`src/rtl/ofmap_pkg.sv`:
```
// rtl/ofmap_pkg.sv - shared widths, state encoding and the requantizer
// OFMAP_WRITER_RELU_EN selects ReLU with unsigned saturation; otherwise signed saturation.
package ofmap_pkg;

  localparam int PSUM_WIDTH = 20;
  localparam int DATA_WIDTH = 8;
  localparam int STREAM_W   = 4;
  localparam int ADDR_WIDTH = 16;
  localparam int WORD_WIDTH = DATA_WIDTH * STREAM_W;

  typedef enum logic [1:0] {IDLE, RUN, FLUSH, DONE} state_e;

`ifdef OFMAP_WRITER_RELU_EN
  localparam logic signed [PSUM_WIDTH:0] SAT_HI = (PSUM_WIDTH+1)'(255);
  localparam logic signed [PSUM_WIDTH:0] SAT_LO = '0;
`else
  localparam logic signed [PSUM_WIDTH:0] SAT_HI = (PSUM_WIDTH+1)'(127);
  localparam logic signed [PSUM_WIDTH:0] SAT_LO = (PSUM_WIDTH+1)'(-128);
`endif

  // One extra bit of headroom keeps the rounding add from wrapping.
  function automatic logic [DATA_WIDTH-1:0] requant(input logic [PSUM_WIDTH-1:0] psum,
                                                    input logic [4:0]            shift);
    logic signed [PSUM_WIDTH:0] ext;
    logic signed [PSUM_WIDTH:0] rnd;
    logic signed [PSUM_WIDTH:0] r;
    ext = $signed({psum[PSUM_WIDTH-1], psum});
    rnd = (shift == 5'd0) ? '0 : $signed((PSUM_WIDTH+1)'(1) << (shift - 5'd1));
    r   = (ext + rnd) >>> shift;
    if (r > SAT_HI)
      return SAT_HI[DATA_WIDTH-1:0];
    else if (r < SAT_LO)
      return SAT_LO[DATA_WIDTH-1:0];
    else
      return r[DATA_WIDTH-1:0];
  endfunction

endpackage

```
`src/rtl/ofmap_writer_if.sv`:
```
// rtl/ofmap_writer_if.sv - psum input stream and output-RAM write port
interface ofmap_writer_if;
  import ofmap_pkg::*;

  logic [PSUM_WIDTH-1:0] psum_in;
  logic                  psum_valid;
  logic                  wr_en;
  logic                  wr_ready;
  logic [ADDR_WIDTH-1:0] wr_addr;
  logic [WORD_WIDTH-1:0] wr_data;

  modport master (
    input  psum_in, psum_valid, wr_ready,
    output wr_en, wr_addr, wr_data
  );

  modport slave (
    output psum_in, psum_valid, wr_ready,
    input  wr_en, wr_addr, wr_data
  );
endinterface

```
`src/rtl/ofmap_word_fifo.sv`:
```
// rtl/ofmap_word_fifo.sv - synchronous FIFO for packed output words
module ofmap_word_fifo #(
  parameter int WIDTH = 32,
  parameter int DEPTH = 4
) (
  input  logic                       clk,
  input  logic                       rst,
  input  logic                       push,
  input  logic                       pop,
  input  logic [WIDTH-1:0]           din,
  output logic [WIDTH-1:0]           dout,
  output logic                       full,
  output logic                       empty,
  output logic [$clog2(DEPTH):0]     count
);
  localparam int AW = $clog2(DEPTH);

  logic [WIDTH-1:0] mem [DEPTH];
  logic [AW:0]      wr_ptr;
  logic [AW:0]      rd_ptr;
  logic             do_push;
  logic             do_pop;

  assign count   = wr_ptr - rd_ptr;
  assign full    = (count == (AW+1)'(DEPTH));
  assign empty   = (count == '0);
  assign do_pop  = pop && !empty;
  // A full FIFO still takes a push when the head leaves in the same cycle.
  assign do_push = push && (!full || do_pop);
  assign dout    = mem[rd_ptr[AW-1:0]];

  always_ff @(posedge clk) begin
    if (rst) begin
      wr_ptr <= '0;
      rd_ptr <= '0;
    end else begin
      if (do_push) begin
        mem[wr_ptr[AW-1:0]] <= din;
        wr_ptr              <= wr_ptr + 1'b1;
      end
      if (do_pop)
        rd_ptr <= rd_ptr + 1'b1;
    end
  end
endmodule

```
`src/rtl/ofmap_writer.sv`:
```
// rtl/ofmap_writer.sv - requantize psums, pack into words, buffer and write one output map
// Saturation mode follows OFMAP_WRITER_RELU_EN (resolved in ofmap_pkg::requant).
module ofmap_writer
  import ofmap_pkg::*;
#(
  parameter int FIFO_DEPTH = 4
) (
  input  logic                  clk,
  input  logic                  rst,
  input  logic                  start,
  input  logic [4:0]            cfg_shift,
  input  logic [ADDR_WIDTH-1:0] cfg_o_dim,
  input  logic [ADDR_WIDTH-1:0] cfg_words_per_pix,
  input  logic [ADDR_WIDTH-1:0] cfg_base,
  ofmap_writer_if.master        bus,
  output logic                  busy,
  output logic                  done,
  output logic                  overflow
);
  localparam logic [1:0] S_IDLE  = IDLE;
  localparam logic [1:0] S_RUN   = RUN;
  localparam logic [1:0] S_FLUSH = FLUSH;
  localparam logic [1:0] S_DONE  = DONE;
  localparam int CW  = 2 * ADDR_WIDTH;
  localparam int LW  = (STREAM_W > 1) ? $clog2(STREAM_W) : 1;
  localparam int FCW = $clog2(FIFO_DEPTH) + 1;

  logic [1:0]            state;
  logic [4:0]            shift_q;
  logic [CW-1:0]         total_q;
  logic [CW-1:0]         word_cnt;
  logic [CW-1:0]         o_ext;
  logic [CW-1:0]         wpp_ext;
  logic [LW-1:0]         lane;
  logic [WORD_WIDTH-1:0] pack_buf;
  logic [WORD_WIDTH-1:0] pack_word;
  logic                  s1_valid;
  logic [DATA_WIDTH-1:0] s1_data;
  logic                  pack_push;
  logic                  last_word;
  logic                  drained;
  logic                  fifo_full;
  logic                  fifo_empty;
  logic                  fifo_pop;
  logic [FCW-1:0]        fifo_count;
  logic [WORD_WIDTH-1:0] fifo_dout;
  logic [ADDR_WIDTH-1:0] addr_q;
  logic                  overflow_q;

  assign o_ext   = CW'(cfg_o_dim);
  assign wpp_ext = CW'(cfg_words_per_pix);

  always_comb begin
    pack_word = pack_buf;
    pack_word[(STREAM_W-1-int'(lane))*DATA_WIDTH +: DATA_WIDTH] = s1_data;
  end

  assign pack_push = s1_valid && (state == S_RUN) && (lane == LW'(STREAM_W-1));
  assign last_word = pack_push && ((word_cnt + CW'(1)) == total_q);
  assign fifo_pop  = !fifo_empty && bus.wr_ready;
  // Done may fire in the cycle after the final pop rather than waiting to observe empty.
  assign drained   = fifo_empty || (fifo_pop && (fifo_count == FCW'(1)));

  ofmap_word_fifo #(
    .WIDTH(WORD_WIDTH),
    .DEPTH(FIFO_DEPTH)
  ) u_fifo (
    .clk  (clk),
    .rst  (rst),
    .push (pack_push),
    .pop  (fifo_pop),
    .din  (pack_word),
    .dout (fifo_dout),
    .full (fifo_full),
    .empty(fifo_empty),
    .count(fifo_count)
  );

  always_ff @(posedge clk) begin
    if (rst) begin
      state      <= S_IDLE;
      shift_q    <= '0;
      total_q    <= '0;
      word_cnt   <= '0;
      lane       <= '0;
      pack_buf   <= '0;
      s1_valid   <= 1'b0;
      s1_data    <= '0;
      addr_q     <= '0;
      overflow_q <= 1'b0;
    end else begin
      s1_valid <= bus.psum_valid && (state == S_RUN);
      s1_data  <= requant(bus.psum_in, shift_q);

      if (s1_valid && (state == S_RUN)) begin
        if (pack_push) begin
          lane     <= '0;
          pack_buf <= '0;
          word_cnt <= word_cnt + CW'(1);
          if (fifo_full && !fifo_pop)
            overflow_q <= 1'b1;
        end else begin
          lane     <= lane + LW'(1);
          pack_buf <= pack_word;
        end
      end

      if (fifo_pop)
        addr_q <= addr_q + ADDR_WIDTH'(1);

      case (state)
        S_IDLE: if (start) begin
          shift_q    <= cfg_shift;
          total_q    <= o_ext * o_ext * wpp_ext;
          word_cnt   <= '0;
          lane       <= '0;
          pack_buf   <= '0;
          addr_q     <= cfg_base;
          overflow_q <= 1'b0;
          state      <= S_RUN;
        end
        S_RUN: begin
          if (total_q == '0)
            state <= S_DONE;
          else if (last_word)
            state <= S_FLUSH;
        end
        S_FLUSH: if (drained) state <= S_DONE;
        default: state <= S_IDLE;
      endcase
    end
  end

  assign bus.wr_en   = !fifo_empty;
  assign bus.wr_data = fifo_empty ? '0 : fifo_dout;
  assign bus.wr_addr = addr_q;
  assign busy        = (state == S_RUN) || (state == S_FLUSH);
  assign done        = (state == S_DONE);
  assign overflow    = overflow_q;
endmodule

```
`src/flat_wrapper.sv`:
```
// flat-port wrapper written by rule: the top's interface ports become plain ports
module ofmap_writer_flat import ofmap_pkg::*;
#(
  parameter int FIFO_DEPTH = 4
)
  (clk, rst, start, cfg_shift, cfg_o_dim, cfg_words_per_pix, cfg_base, busy, done, overflow, bus_psum_in, bus_psum_valid, bus_wr_ready, bus_wr_en, bus_wr_addr, bus_wr_data);
  ofmap_writer_if bus_i ();
  input  logic clk;
  input  logic rst;
  input  logic start;
  input  logic [4:0] cfg_shift;
  input  logic [ADDR_WIDTH-1:0] cfg_o_dim;
  input  logic [ADDR_WIDTH-1:0] cfg_words_per_pix;
  input  logic [ADDR_WIDTH-1:0] cfg_base;
  output logic busy;
  output logic done;
  output logic overflow;
  input wire logic [$bits(bus_i.psum_in)-1:0] bus_psum_in;
  input wire logic [$bits(bus_i.psum_valid)-1:0] bus_psum_valid;
  input wire logic [$bits(bus_i.wr_ready)-1:0] bus_wr_ready;
  output wire logic [$bits(bus_i.wr_en)-1:0] bus_wr_en;
  output wire logic [$bits(bus_i.wr_addr)-1:0] bus_wr_addr;
  output wire logic [$bits(bus_i.wr_data)-1:0] bus_wr_data;
  assign bus_i.psum_in = bus_psum_in;
  assign bus_i.psum_valid = bus_psum_valid;
  assign bus_i.wr_ready = bus_wr_ready;
  assign bus_wr_en = bus_i.wr_en;
  assign bus_wr_addr = bus_i.wr_addr;
  assign bus_wr_data = bus_i.wr_data;
  ofmap_writer #(.FIFO_DEPTH(FIFO_DEPTH)) u_core (.clk(clk), .rst(rst), .start(start), .cfg_shift(cfg_shift), .cfg_o_dim(cfg_o_dim), .cfg_words_per_pix(cfg_words_per_pix), .cfg_base(cfg_base), .bus(bus_i), .busy(busy), .done(done), .overflow(overflow));
endmodule
```
`config.mk`:
```
export PLATFORM = sky130hd
export DESIGN_NAME = ofmap_writer_flat
export DESIGN_NICKNAME = d
export VERILOG_FILES = /design/src/rtl/ofmap_pkg.sv /design/src/rtl/ofmap_writer_if.sv /design/src/rtl/ofmap_word_fifo.sv /design/src/rtl/ofmap_writer.sv /design/src/flat_wrapper.sv
export SDC_FILE = /design/constraint.sdc
export NUM_CORES = 2
export LEC_CHECK = 0
export CORE_MARGIN = 4
export CORE_UTILIZATION = 37
export CTS_CLUSTER_DIAMETER = 60
export DETAILED_ROUTE_END_ITERATION = 10
export GPL_TIMING_DRIVEN = 0
export PLACE_DENSITY = 0.63
export SLEW_MARGIN = 20
export SYNTH_ARGS = -nofsm -noshare
export SYNTH_HDL_FRONTEND = slang
export SYNTH_SLANG_ARGS = --single-unit
```
`constraint.sdc`:
```
create_clock -name clk -period 15.88 [get_ports clk]
set_input_delay 1.588 -clock clk [delete_from_list [all_inputs] [get_ports clk]]
set_output_delay 1.588 -clock clk [all_outputs]
set_load 0.02 [all_outputs]
```
---- Word level (Yosys, flattened, before mapping) ----
Memory sizes are Yosys's and may differ from the RTL's. A register that Yosys moved wholly into a read port is not among the register bits.
Index checks and enable logic that the tools add are counted.
W data, S select, Z words.
storage, ports and cells
  memory bits (read-only) ................. 0
  latch bits .............................. 0
  logic and storage cells ................. 99
  output and inout port bits .............. 52
  memory bits (writable) .................. 128
  bits of input ports ..................... 78
  bits in registers ....................... 137
  memories ................................ 1
operators by class
  reductions and logical operators ........ 22
  muxes and demuxes ....................... 35
  equal/unequal tests ..................... 10
  $mul .................................... 2
  add/sub/neg operators ................... 10
  div/mod/pow operators ................... 0
  shift-type cells ........................ 4
  order comparisons ....................... 2
  bitwise gates (word level) .............. 0
memory list
  memory             depth  width  read ports  clocked after memory_dff  write ports  line                   text
  u_core.u_fifo.mem  4      32     1           1                         1            ofmap_word_fifo.sv:18  logic [WIDTH-1:0] mem [DEPTH];
operator list
  operator                   number
  $mux W32                   9
  $mux W16                   3
  $neg A32 Y33               1
  $shift A8 B33 Y32 const A  1
  $shiftx A8 B33 Y32         1
  $add A32 B1 Y32 const B    1
  $bwmux W32                 1
  $eq A32 B32 Y1             1
  $logic_not A32 Y1          1
  $mul A16 B16 Y32           1
  $mul A32 B16 Y32           1
  $add A20 B21 Y21           1
  $gt A21 B8 Y1 const B      1
  $lt A21 B8 Y1 const B      1
  $mux W21                   1
  $shl A1 B5 Y21 const A     1
  $sshr A21 B5 Y21           1
  $mux W2                    10
  $add A16 B1 Y16 const B    1
  $logic_and A1 B1 Y1        9
  $mux W1                    8
  $mux W8                    1
  $mux W7                    1
  $add A3 B1 Y3 const B      2
  other kinds (20)           26

---- Longest topological paths before layout ----
  depth after elaboration ................. 11
  mapped depth ............................ 49
  gate-level depth less buffers ........... 46

---- Modules after synthesis ----
A second synthesis with hierarchy kept.
second synthesis, totals
  cells, all modules ...................... 3482
  area, all modules ....................... 32079.5 sq um
modules (own cells, without submodules)
  module           cells each  times used  seq. area each (sq um)  area an instance (sq um)
  ofmap_writer     3261        1           2622.5                  26957.1
  ofmap_word_fifo  221         1           4003.8                  5122.4

---- Worst setup path after synthesis ----
OpenSTA, ideal clock, no wires.
  kind .................................... in2reg
  from .................................... input cfg_o_dim[2]
  to ...................................... register u_core.total_q[31]
  library setup time ...................... 0.133 ns
  buffers on the path ..................... 1
  stages on the path ...................... 43
  slack ................................... 2.981 ns
  data required time ...................... 15.747 ns
  arrival ................................. 12.766 ns
  cell sequence ........................... clkbuf_1 -> nand2_1 -> fa_1 -> fa_1 -> inv_1 -> fa_1 -> inv_1 -> fa_1 -> inv_1 -> fa_1 -> inv_1 -> fa_1 -> inv_1 -> ha_1 -> a21o_1 -> a21o_1 -> a21oi_1 -> nand3_1 -> (+7 left out) -> fa_1 -> fa_1 -> fa_1 -> fa_1 -> fa_1 -> fa_1 -> xor2_1 -> xnor2_1 -> xnor2_1 -> xnor2_1 -> xnor2_1 -> xnor2_1 -> xor2_1 -> xnor2_1 -> xnor3_1 -> xnor3_1 -> xnor3_1 -> a21oi_1
between the ends
  cells in the longest elaborated chain, start to end .. 2
ends and longest elaborated chain
  item                  line                 text
  start, declared       flat_wrapper.sv:12   input logic [ADDR_WIDTH-1:0] cfg_o_dim;
  $mul A16 B16 Y32      ofmap_writer.sv:114  total_q <= o_ext * o_ext * wpp_ext;
  $mul A32 B16 Y32      ofmap_writer.sv:114
  end signal, assigned  ofmap_writer.sv:114
  end, declared         ofmap_writer.sv:30   logic [CW-1:0] total_q;
Every way passes these cells.
A chain may end at the register's enable or synchronous reset.

---- Worst setup path in the final report ----
  from .................................... input cfg_o_dim[1]
  to ...................................... register u_core.total_q[31]
The elaborated chain is that of the path after synthesis.

==> summary.txt <==
Clock network
  – Clock Latency Late Sink: 0.54 ns
  – CTS tree: built
  – Inserted Clock Buffers: 26
  – Clock-pin slew on the worst setup and hold paths: 0.06 ns
  – H-tree Lvls: 1
  – Clock Path Buffers: 3
  – CTS-repair resized insts: 0
  – Postcts setup bufs: 0
  – CTS root buf: clkbuf_16
  – Clk sinks: 267
  – CTS hold repair buffers: 0

Synthesis
  – EDFF count, synth: 128
  – Synth top area cells: fa_1 28%, edfxtp_1 12%, dfxtp_1 8.6%
  – Asr flop ratio synth: 0
  – Yosys warnings: 0
  – Dominant synthesized flop cell: dfxtp_1
  – Post-synthesis sequential area ratio: 0.205
  – Most common library cells after synthesis: 614 x inv_1, 461 x nand2_1, 451 x fa_1
  – Count of state elements after synthesis: 267
  – Most common cell in the netlist: inv_1
  – Synth top area share: 0.280
  – Syn Area/Cell: 9.27 um2
  – Syn Nets: 4218
  – Area leader, netlist: fa_1
  – Mapped Cells: 3483
  – Synth Cell Area: 0.0323 mm2
  – Netlist cell types: 96

Final layout
  – Layout cell share with drive strength beyond 1: 0.0453
  – Fillers: 8567
  – Multi-input gate area: 0.0226 mm2
  – Fin nets: 4378
  – Total area of sequential cells: 0.00663 mm2
  – Area growth from synthesis to layout: 11.6%

Critical path
  – CP Launch Type: input port
  – Critical Path Sink Type: flop
  – CP most frequent cell: fa_1
  – Critical path class: input port to flop
  – Worst Path Arrival: 15.34 ns
  – Req. time, crit path: 16.28 ns
  – Worst path max stage delay: 0.71 ns
  – Slowest cell on crit path: a311oi_1
  – Worst-path maximum fanout: 10

Place
  – PortBufs: 125
  – GPL Wtd Cong: 0.933
  – HPWL Detailed: 70.0 mm

Detailed routing
  – Iteration-0 DRC Markers: 1382
  – Average wire per standard cell: 17.8 um
  – Final WL: 85.7 mm
  – DRC violation count after routing: 0
  – Post-route ant nets: 0
  – Via density: 5.04
  – Total number of vias: 24300
  – Drt first pass iters: 6

STA
  – Final period utilization: 0.941
  – Slew Limit Fails: 0
  – F_max: 66.9 MHz
  – Fin. Hold Viols: 0
  – Worst slew pin tran: 1.12 ns
  – Post-layout min period: 14.94 ns
  – RSZ-0062 raised after global routing: false
  – Final Skew: 0.0110 ns
  – Max_slew headroom: 0.245
  – Final setup TNS: 0 ns
  – Setup Viol. Count Final: 0

Worst hold path
  – Hold/Removal Path Class: flop to flop

Global route
  – Global-route wire length before repair: 137 mm
  – Initial antenna violation count: 2
  – GRT Residual Overflow: 0
  – Number of global-route vias before repair: 25100
  – Total global routing track utilization: 0.189
  – Largest net degree at the start of global routing: 19

Die
  – Die Ht: 303 um
  – # rows: 108
  – Total Die Area: 0.0920 mm2
  – Core footprint: 0.0866 mm2
  – Initial Util: 0.373
  – Number of I/O pins: 130
  – Die Wd: 303 um

Status
  – Status: finished, final reports clean

Run
  – Max-Cap Viols: 0
## logic make-up (layout without fill, tap and decap cells)
group           count (synthesis)  after routing  synth area share
compound gates                425            425            0.0879
other cells                     0              1                 0
simple gates                 1105           1105             0.164
mux                            66             66            0.0370
fa+ha+maj                     657            657             0.360
buf+inv                       777            957            0.0940
flops                         267            267             0.205
xor+xnor                      186            186            0.0522
## layout make-up
cell class              instances  area share
multi-input cells            2439       0.628
clock buffers                  28      0.0183
clock inverters                20     0.00712
diodes                          1   0.0000694
repair buffers                132      0.0379
well taps                    1155      0.0401
plain buffers                 161      0.0200
flip-flops and latches        267       0.184
inverters                     616      0.0642
## layout by cell type (no fill, tap or decap), drive strengths merged, types with 22 or more instances in the layout
cell,n
nand2,461
a21o,37
fa,451
edfxtp,128
xor2,61
ha,206
o21ai,96
clkdlybuf4s50,125
xnor2,121
dfxtp,139
nand2b,22
buf,32
a211oi,31
clkbuf,164
inv,617
mux4,41
nor3,30
nand3,48
a22oi,25
a21oi,112
nor2,175
and2,251
## path summary, 6_finish.rpt
path,start,to,slack [ns],cells past startpoint
min,u_core.pack_buf[0]$_SDFF_PP0_,u_core.pack_buf[0]$_SDFF_PP0_,0.44,2
min reg2reg,u_core.pack_buf[0]$_SDFF_PP0_,u_core.pack_buf[0]$_SDFF_PP0_,0.44,2
max reg2reg,u_core.shift_q[1]$_SDFFE_PP0P_,u_core.s1_data[1]$_SDFF_PP0_,10.19,19
max,cfg_o_dim[1],u_core.total_q[31]$_SDFFE_PP0P_,0.94,46
## critical path, delay by kind of cell
family / cells / cell delay [ns]
compound gates: 9 / 2.18
xor+xnor: 12 / 3.10
fa+ha+maj: 13 / 6.02
buf+inv: 8 / 1.86
simple gates: 4 / 0.57
## sequential cells by signal, indices dropped and copies added (netlist names), named ones only
name / cells
u_core.bus.wr_addr: 16
u_core.lane: 2
u_core.overflow: 1
u_core.pack_buf: 32
u_core.s1_data: 8
u_core.s1_valid: 1
u_core.shift_q: 5
u_core.state: 2
u_core.total_q: 32
u_core.u_fifo.mem: 128
u_core.u_fifo.rd_ptr: 3
u_core.u_fifo.wr_ptr: 3
u_core.word_cnt: 32
## per-layer routing
metal  GRT usage  up-vias  part of all wire
li1            -    11400                 -
met1       0.243    12100              0.42
met2       0.333      596              0.50
met3      0.0221      138             0.052
met4      0.0557        2             0.034
met5           0        -           0.00015
## through the flow
stage	cell area (um2)	std cells	utilization	setup WS (ns)	hold slack, ns
2_1_floorplan	32300	3483	-	2.98	0.418
3_3_place_gp	35000	4763	0.404	0.360	0.426
3_5_place_dp	35100	4770	0.405	0.374	0.431
4_1_cts	36000	4818	0.416	0.922	0.440
5_1_grt	36000	4819	0.416	0.298	0.454
6_report	36000	4819	0.416	0.941	0.439
Power is not shown: default switching activity piles up to over one toggle a cycle in this logic, so the estimate is an artifact.
